`config.mk`:
```
export PLATFORM = sky130hd
export DESIGN_NAME = alu_ex_stage
export DESIGN_NICKNAME = d
export VERILOG_FILES = /design/src/rtl/alu_ex_stage_pkg.sv /design/src/rtl/alu_ex_stage_alu_core.sv /design/src/rtl/alu_ex_stage.sv
export SDC_FILE = /design/constraint.sdc
export NUM_CORES = 1
export LEC_CHECK = 0
export ABC_CLOCK_PERIOD_IN_PS = 1100
export BUFFER_PORTS_ARGS = -buffer_cell sky130_fd_sc_hd__buf_2
export CORE_UTILIZATION = 30
export CTS_CLUSTER_SIZE = 28
export DETAILED_ROUTE_END_ITERATION = 10
export PLACE_DENSITY_LB_ADDON = 0.1
export SETUP_SLACK_MARGIN = 0.5
export SYNTH_ARGS = -nofsm -noshare
export SYNTH_HDL_FRONTEND = slang
export SYNTH_SLANG_ARGS = --single-unit
export TNS_END_PERCENT = 30
```
`constraint.sdc`:
```
create_clock -name clk -period 1.1 [get_ports clk]
set_input_delay 0 -clock clk [delete_from_list [all_inputs] [get_ports clk]]
set_output_delay 0 -clock clk [all_outputs]
set_load 0.03 [all_outputs]
```
`src/rtl/alu_ex_stage_pkg.sv`:
```
// Pipeline definitions shared by the ALU-control decoder and the execute stage.
// Contents: ALU op-code width and op-code constants.
package alu_ex_stage_pkg;

    localparam int unsigned ALU_W = 4;

    localparam logic [ALU_W-1:0] ALU_ADD = 4'd0;
    localparam logic [ALU_W-1:0] ALU_SUB = 4'd1;
    localparam logic [ALU_W-1:0] ALU_AND = 4'd2;
    localparam logic [ALU_W-1:0] ALU_OR  = 4'd3;
    localparam logic [ALU_W-1:0] ALU_SLT = 4'd4;
    localparam logic [ALU_W-1:0] ALU_XOR = 4'd5;
    localparam logic [ALU_W-1:0] ALU_NOR = 4'd6;
    localparam logic [ALU_W-1:0] ALU_SLL = 4'd7;
    localparam logic [ALU_W-1:0] ALU_SRL = 4'd8;
    localparam logic [ALU_W-1:0] ALU_SRA = 4'd9;

endpackage

```
`src/rtl/alu_ex_stage_alu_core.sv`:
```
// Combinational ALU for the execute stage.
// Ports: op (ALU op code), a/b (operands), shamt (shift amount),
//        result (WIDTH-bit result), overflow (signed overflow, add/sub only).
module alu_core
    import alu_ex_stage_pkg::*;
#(
    parameter int unsigned WIDTH   = 32,
    parameter int unsigned SHAMT_W = 5
) (
    input  logic [ALU_W-1:0]   op,
    input  logic [WIDTH-1:0]   a,
    input  logic [WIDTH-1:0]   b,
    input  logic [SHAMT_W-1:0] shamt,
    output logic [WIDTH-1:0]   result,
    output logic               overflow
);

    logic [WIDTH-1:0] sum;
    logic [WIDTH-1:0] diff;
    logic             lessThan;
    logic             addOvf;
    logic             subOvf;

    assign sum  = a + b;
    assign diff = a - b;

    // Direct signed compare, so slt stays correct when a-b overflows.
    assign lessThan = $signed(a) < $signed(b);

    assign addOvf = (a[WIDTH-1] == b[WIDTH-1]) && (sum[WIDTH-1]  != a[WIDTH-1]);
    assign subOvf = (a[WIDTH-1] != b[WIDTH-1]) && (diff[WIDTH-1] != a[WIDTH-1]);

    // Result and overflow select; reserved codes yield zero.
    always_comb begin
        result   = '0;
        overflow = 1'b0;
        case (op)
            ALU_ADD: begin
                result   = sum;
                overflow = addOvf;
            end
            ALU_SUB: begin
                result   = diff;
                overflow = subOvf;
            end
            ALU_AND: result = a & b;
            ALU_OR:  result = a | b;
            ALU_SLT: result = {{(WIDTH-1){1'b0}}, lessThan};
            ALU_XOR: result = a ^ b;
            ALU_NOR: result = ~(a | b);
            ALU_SLL: result = b << shamt;
            ALU_SRL: result = b >> shamt;
            ALU_SRA: result = $unsigned($signed(b) >>> shamt);
            default: begin
                result   = '0;
                overflow = 1'b0;
            end
        endcase
    end

endmodule

```
`src/rtl/alu_ex_stage.sv`:
```
// Execute stage: ALU plus EX/MEM boundary register with flush > stall > load.
// Inputs: ID/EX operands, ALU op, side-band (rd, regWrite, JR), hazard stall/flush.
// Outputs: registered result, zero, overflow, rd, qualified regWrite, JR flag/target, valid.
module alu_ex_stage
    import alu_ex_stage_pkg::*;
#(
    parameter int unsigned WIDTH   = 32,
    parameter int unsigned SHAMT_W = 5,
    parameter int unsigned REG_W   = 5
) (
    input  logic               clk,
    input  logic               rst_n,
    input  logic               iValid,
    input  logic [ALU_W-1:0]   iALUctrl,
    input  logic [WIDTH-1:0]   iSrcA,
    input  logic [WIDTH-1:0]   iSrcB,
    input  logic [SHAMT_W-1:0] iShamt,
    input  logic [REG_W-1:0]   iRd,
    input  logic               iRegWrite,
    input  logic               iJR,
    input  logic               iStall,
    input  logic               iFlush,
    output logic               oValid,
    output logic [WIDTH-1:0]   oResult,
    output logic               oZero,
    output logic               oOverflow,
    output logic [REG_W-1:0]   oRd,
    output logic               oRegWrite,
    output logic               oJR,
    output logic [WIDTH-1:0]   oJRTarget
);

    if (SHAMT_W != $clog2(WIDTH)) begin : gShamtCheck
        $error("SHAMT_W must equal log2(WIDTH)");
    end

    logic [WIDTH-1:0] aluResult;
    logic             aluOverflow;

    alu_core #(
        .WIDTH   (WIDTH),
        .SHAMT_W (SHAMT_W)
    ) uAluCore (
        .op       (iALUctrl),
        .a        (iSrcA),
        .b        (iSrcB),
        .shamt    (iShamt),
        .result   (aluResult),
        .overflow (aluOverflow)
    );

    // EX/MEM register; a flush or an invalid load both insert a bubble.
    always_ff @(posedge clk or negedge rst_n) begin
        if (!rst_n) begin
            oValid    <= 1'b0;
            oResult   <= '0;
            oZero     <= 1'b0;
            oOverflow <= 1'b0;
            oRd       <= '0;
            oRegWrite <= 1'b0;
            oJR       <= 1'b0;
            oJRTarget <= '0;
        end else if (iFlush || (!iStall && !iValid)) begin
            oValid    <= 1'b0;
            oResult   <= '0;
            oZero     <= 1'b0;
            oOverflow <= 1'b0;
            oRd       <= '0;
            oRegWrite <= 1'b0;
            oJR       <= 1'b0;
            oJRTarget <= '0;
        end else if (!iStall) begin
            oValid    <= 1'b1;
            oResult   <= aluResult;
            oZero     <= (aluResult == '0);
            oOverflow <= aluOverflow;
            oRd       <= iRd;
            oRegWrite <= iRegWrite & ~aluOverflow;
            oJR       <= iJR;
            oJRTarget <= iSrcA;
        end
    end

endmodule

```
* Word-level counts from Yosys, hierarchy flattened
Cells that the tools add are included. Widths: inputs -> output; s select.
Word-level totals: bits of input ports 85, bits in registers 74
Cells by class: bitwise gates (word level) 6, magnitude comparators 1, shift-type cells 3, muxes and demuxes 18, $add $sub $neg 2, reductions and logical operators 8, equal/unequal tests 14
Operator list (number):
- $pmux 32 s10 | 1
- $mux 32 | 4
- $add 32x32->32 | 1
- $and 32x32->32 | 1
- $logic_not 32->1 | 1
- $lt 32x32->1 | 1
- $not 32->32 | 1
- $or 32x32->32 | 1
- $shl 32x5->32 | 1
- $shr 32x5->32 | 1
- $sshr 32x5->32 | 1
- $sub 32x32->32 | 1
- $xor 32x32->32 | 1
- $eq 4x3->1 const B | 4
- $mux 1 | 10
- $mux 5 | 2
- $eq 4x2->1 const B | 2
- $eq 4x4->1 const B | 2
- $eq 4x1->1 const B | 1
- $logic_not 4->1 | 1
- $logic_and 1x1->1 | 3
- $ne 1x1->1 | 3
- $logic_not 1->1 | 2
- $ne 2x1->1 const B | 1
- 5 further kinds | 5

* Depth between registers and ports, before layout
depth in word-level cells 8, depth in mapped cells 17, gate-level depth less buffers 15

* Modules after synthesis
From an unflattened synthesis, not the netlist that was laid out.
Second synthesis, totals: cell total of the unflattened synthesis 1497, area, all modules 11484.8 um^2
By module, submodules not included:
- alu_core | seq. area each 0.0 um^2, instances 1, area each 8760.9 um^2, cells an instance 1318
- alu_ex_stage | seq. area each 1851.8 um^2, instances 1, area each 2723.9 um^2, cells an instance 179

* Least setup slack after synthesis
No wires, ideal clock.
path type input-to-reg, from in iSrcB[8], to reg oZero, path slack -2.388 ns, stages 14, required time 1.008 ns, data arrival time 3.396 ns, buffers on the path 2, cell sequence clkbuf_1 inv_1 ha_1 clkbuf_1 nand4_1 or3_1 and3_1 o2111a_1 a211o_1 or3b_1 or4_1 nor4_2 nand4_1 o31ai_2
On the way: cells in the longest elaborated chain, start to end 6, elaborated cells between the ends (all ways) 14, those cells by class add/sub: 2; order compare: 1; shift: 3; mux: 3; bitwise: 4; reduce/logical: 1
Ends and longest elaborated chain:
- start: declaration | line alu_ex_stage.sv:16 | input logic [WIDTH-1:0] iSrcB,
- branches (longest 2 deep; another with $sub 32x32->32)
- $pmux 32 s10 (*) | line alu_ex_stage_alu_core.sv:37 | case (op)
- $logic_not 32->1 (*) | line alu_ex_stage.sv:75 | oZero <= (aluResult == '0);
- $mux 1 (*) | line alu_ex_stage.sv:72 | end else if (!iStall) begin
- $mux 1 (*) | line alu_ex_stage.sv:63 | end else if (iFlush || (!iStall && !iValid)) begin
- end signal: assignment | line alu_ex_stage.sv:75
- end: declaration | line alu_ex_stage.sv:25 | output logic oZero,
Every way passes the cells marked *. The select of a mux whose other input is x is not followed. A chain may end at the register's enable or synchronous reset.

* Worst setup path after layout
from in iShamt[1], to reg oZero
On the way: cells in the longest elaborated chain, start to end 5, elaborated cells between the ends (all ways) 7, those cells by class shift: 3; mux: 3; reduce/logical: 1
Ends and longest elaborated chain:
- start: declaration | line alu_ex_stage.sv:17 | input logic [SHAMT_W-1:0] iShamt,
- $sshr 32x5->32 (tied with other cells) | line alu_ex_stage_alu_core.sv:53 | ALU_SRA: result = $unsigned($signed(b) >>> shamt);
- $pmux 32 s10 (*) | line alu_ex_stage_alu_core.sv:37
- $logic_not 32->1 (*) | line alu_ex_stage.sv:75
- $mux 1 (*) | line alu_ex_stage.sv:72
- $mux 1 (*) | line alu_ex_stage.sv:63
Every way passes the cells marked *; elsewhere a longest branch is shown, timed or not. The select of a mux whose other input is x is not followed.

==> impl_metrics.json <==
{
  "status": "finished, violations left",
  "violations": "hold timing, setup timing",
  "ys_types": 84,
  "hold_viol": 2,
  "layout_common_cells": "buf_4 (773), buf_6 (174), nand2_1 (155), nor2_1 (121)",
  "cts-root-buf": "clkbuf_16",
  "worst_pin_slew_ps": 898,
  "power_switching_w": 0.00761,
  "final_layout_size_suffix_gt1_share_pct": 55.8,
  "ys_seq_area_share_pct": 14.1,
  "total_power_w": 0.0184,
  "first_iter_violations": 1617,
  "fin_ws_ps": -2060,
  "synth-simple-area-share_pct": 19.8,
  "postRouteAntennaNets": 0,
  "ys.warnings.count": 0,
  "period_share_pct": 287,
  "start_util_pct": 30.5,
  "syn_avg_cell_area_um2": 7.64,
  "syn_inst": 1725,
  "die_x_um": 212,
  "crit_path_max_incr_delay_ps": 540,
  "worst_setup_path_end_kind": "flip-flop",
  "max_freq_mhz": 316,
  "final.min_clock_period_ps": 3160,
  "design.die.area_mm2": 0.0448,
  "netlist_area_mm2": 0.0132,
  "power_frac_clock_pct": 18.2,
  "p_sw_share_pct": 41.5,
  "final_common_cell": "buf_4",
  "seqPwrFrac_pct": 15.9,
  "via_per_inst": 5.76,
  "synth_ff_type": "dfrtp_1",
  "relSlewSlack_pct": 39.5,
  "crit_arrival_ps": 3440,
  "cp_data_required_time_ps": 1380,
  "synth-adder-area-share_pct": 9.71,
  "die_y_um": 212,
  "critical_path.slowest_cell": "or4_4",
  "synth-compound-area-share_pct": 30.2,
  "ioPinCount": 159,
  "ys_ff_latch": 74,
  "wl_per_cell_um": 26.2,
  "setup_tns_ps": -47690,
  "finClkSkew_ps": 0,
  "cts-htree-levels": 3,
  "power.internal_w": 0.0108,
  "comb_power_share_pct": 66.0,
  "cts_buffer_depth": 2,
  "synth_top_family_by_area": "compound AO/OA/AOI/OAI gates",
  "clock-sinks": 74,
  "synthXorXnorAreaFrac_pct": 0.665,
  "cts_tree": "built",
  "maxSlewViolCount": 0,
  "drt_first_pass_iters": 5,
  "overflow": 0,
  "cp_cell_sequence": "buf_12, buf_12, buf_6, mux4_2, buf_6, mux2i_1, a21oi_1, a221o_1, a211o_1, or3b_4, or4_4, nor4_4, nand4_1, o31ai_2",
  "rsz0062_at_grt": "yes",
  "core-area_mm2": 0.0432,
  "postCtsHoldBufs": 11,
  "row_count": 76,
  "power_leakage_nw": 11.3,
  "async_reset_ff_share_pct": 100,
  "routed_wl_um": 84300,
  "p_per_area_mw_per_mm2": 741,
  "place_area_mm2": 0.0205,
  "synthToLayoutAreaGrowth_pct": 88.2,
  "synth_edf_count": 0,
  "drv_cap": 0,
  "vias": 18600,
  "holdWs_ps": -18.7,
  "design_area_mm2": 0.0248,
  "finalSetupViolations": 35,
  "dp_hpwl_um": 67100,
  "max-vdd-ir-drop_mv": 0.722,
  "hold_class": "input pin to flip-flop",
  "grt_pass1_wl_um": 120000,
  "critPathMaxFanout": 7,
  "track_usage_pct": 36.5,
  "nNetsFinal": 2819,
  "synth_fp_nets": 1911,
  "grt_max_degree": 49,
  "antenna_found_initial": 3,
  "antenna_cells": 0,
  "critPathLaunchType": "input pin",
  "muxShareOfSynthArea_pct": 17.3,
  "insertion_delay_ps": 350,
  "drc": 0,
  "cts.clk_slew.worst_paths_ps": 70,
  "port_buffers": 158,
  "final_util_pct": 57.4,
  "grt_pass1_vias": 18000,
  "numCtsBuffers": 9,
  "gp_congestion": 1.00,
  "critPathKind": "input pin to flip-flop"
}
through the flow:
step / worst slack [ps] / std cells
finish: -2060 / 3223
global route: -2180 / 3223
CTS: -2050 / 3185
detailed placement: -2810 / 3069
global placement: -2780 / 3069
floorplan: -2050 / 1725
state kept, by name, summed over array words and instances, names as in the netlist:
register,flops
oZero,1
oValid,1
oRd,5
oResult,32
oJR,1
oJRTarget,32
oOverflow,1
oRegWrite,1
power by group through the flow:
stage | clock network (W) | logic (W) | registers (W)
2_1_floorplan | 0 | 0.00432 | 0.00316
3_3_place_gp | 0 | 0.00959 | 0.00293
3_5_place_dp | 0 | 0.00961 | 0.00294
4_1_cts | 0.00343 | 0.0112 | 0.00290
5_1_grt | 0.00349 | 0.0126 | 0.00293
6_report | 0.00334 | 0.0121 | 0.00291
synthesized netlist by cell type, types with 9 or more instances:
cell type,number,area [um2]
nand2_1,161,604
nor2_1,132,495
o21ai_0,131,656
a21oi_1,119,596
clkbuf_1,114,428
inv_1,102,383
ha_1,99,1240
dfrtp_1,74,1850
mux2i_1,65,651
mux4_2,58,1310
nor3_1,42,210
nand3_1,41,205
buf_2,34,170
o211ai_1,30,225
a211oi_1,27,203
mux2_2,27,304
a22o_1,24,210
nor4_1,22,138
nand4_1,21,131
o221ai_1,20,175
o31ai_1,20,150
a211o_1,17,149
a31oi_1,17,106
or3_1,17,106
a221oi_1,16,140
nand2b_1,16,100
o22ai_1,16,100
nor2b_1,14,87.6
a21o_1,13,97.6
buf_1,13,48.8
a221o_1,12,120
a22oi_1,12,90.1
and2_1,12,75.1
o2111ai_1,11,96.3
nor3b_1,9,67.6
or4_1,9,67.6
xnor2_1,9,78.8
critical path: cells and delay by family:
| kind | cells | cell delay [ps] |
|---|---|---|
| mux | 2 | 650 |
| compound gates | 4 | 1050 |
| buf+inv | 4 | 490 |
| simple gates | 4 | 1230 |
final cells by class:
type / instances / area, um2
tap: 585 / 732
fill: 4022 / 18400
sequential: 74 / 1850
inverter: 105 / 445
timing repair buffer: 1064 / 9150
clock inverter: 6 / 90.1
clock buffer: 10 / 229
multi-input combinational: 1379 / 12300
routing by layer:
layer,share of wire [%],wire (um),up-vias,global-route usage [%]
met5,0.015,13,-,0
met4,4.0,3330,2,12.2
met3,6.1,5170,175,3.72
met2,46,38900,826,60.3
met1,44,36900,9214,49.3
li1,-,-,8347,-
cells by family after synthesis:
logic type                 after synthesis
muxes                                  152
AOI/OAI and AO/OA                      581
DFF                                     74
xor gates and xnor gates                10
buffers and inverters                  272
and+or+nand+nor                        535
adders and majority gates              101
repair_timing:
item	CTS	global route
pin swaps	137	67
hold endpoints to repair	86	2
endpoints found under the setup margin	148	194
setup buffers	87	34
resized for setup	501	226
gates cloned	2	4
worst paths after layout:
| check | start | endpoint | slack (ps) | cells past startpoint |
|---|---|---|---|---|
| min | iSrcA[1] | oJRTarget[1] | -20 | 4 |
| max in group asynchronous | rst_n | oJRTarget[26] | 520 | 3 |
| max | iShamt[1] | oZero | -2060 | 14 |
| max reg2reg | oResult[13] | oResult[13] | 260 | 2 |
| min reg2reg | oJRTarget[19] | oJRTarget[19] | 500 | 2 |
| min in group asynchronous | rst_n | oJRTarget[12] | 90 | 2 |
(Power assumes the default switching activity.)
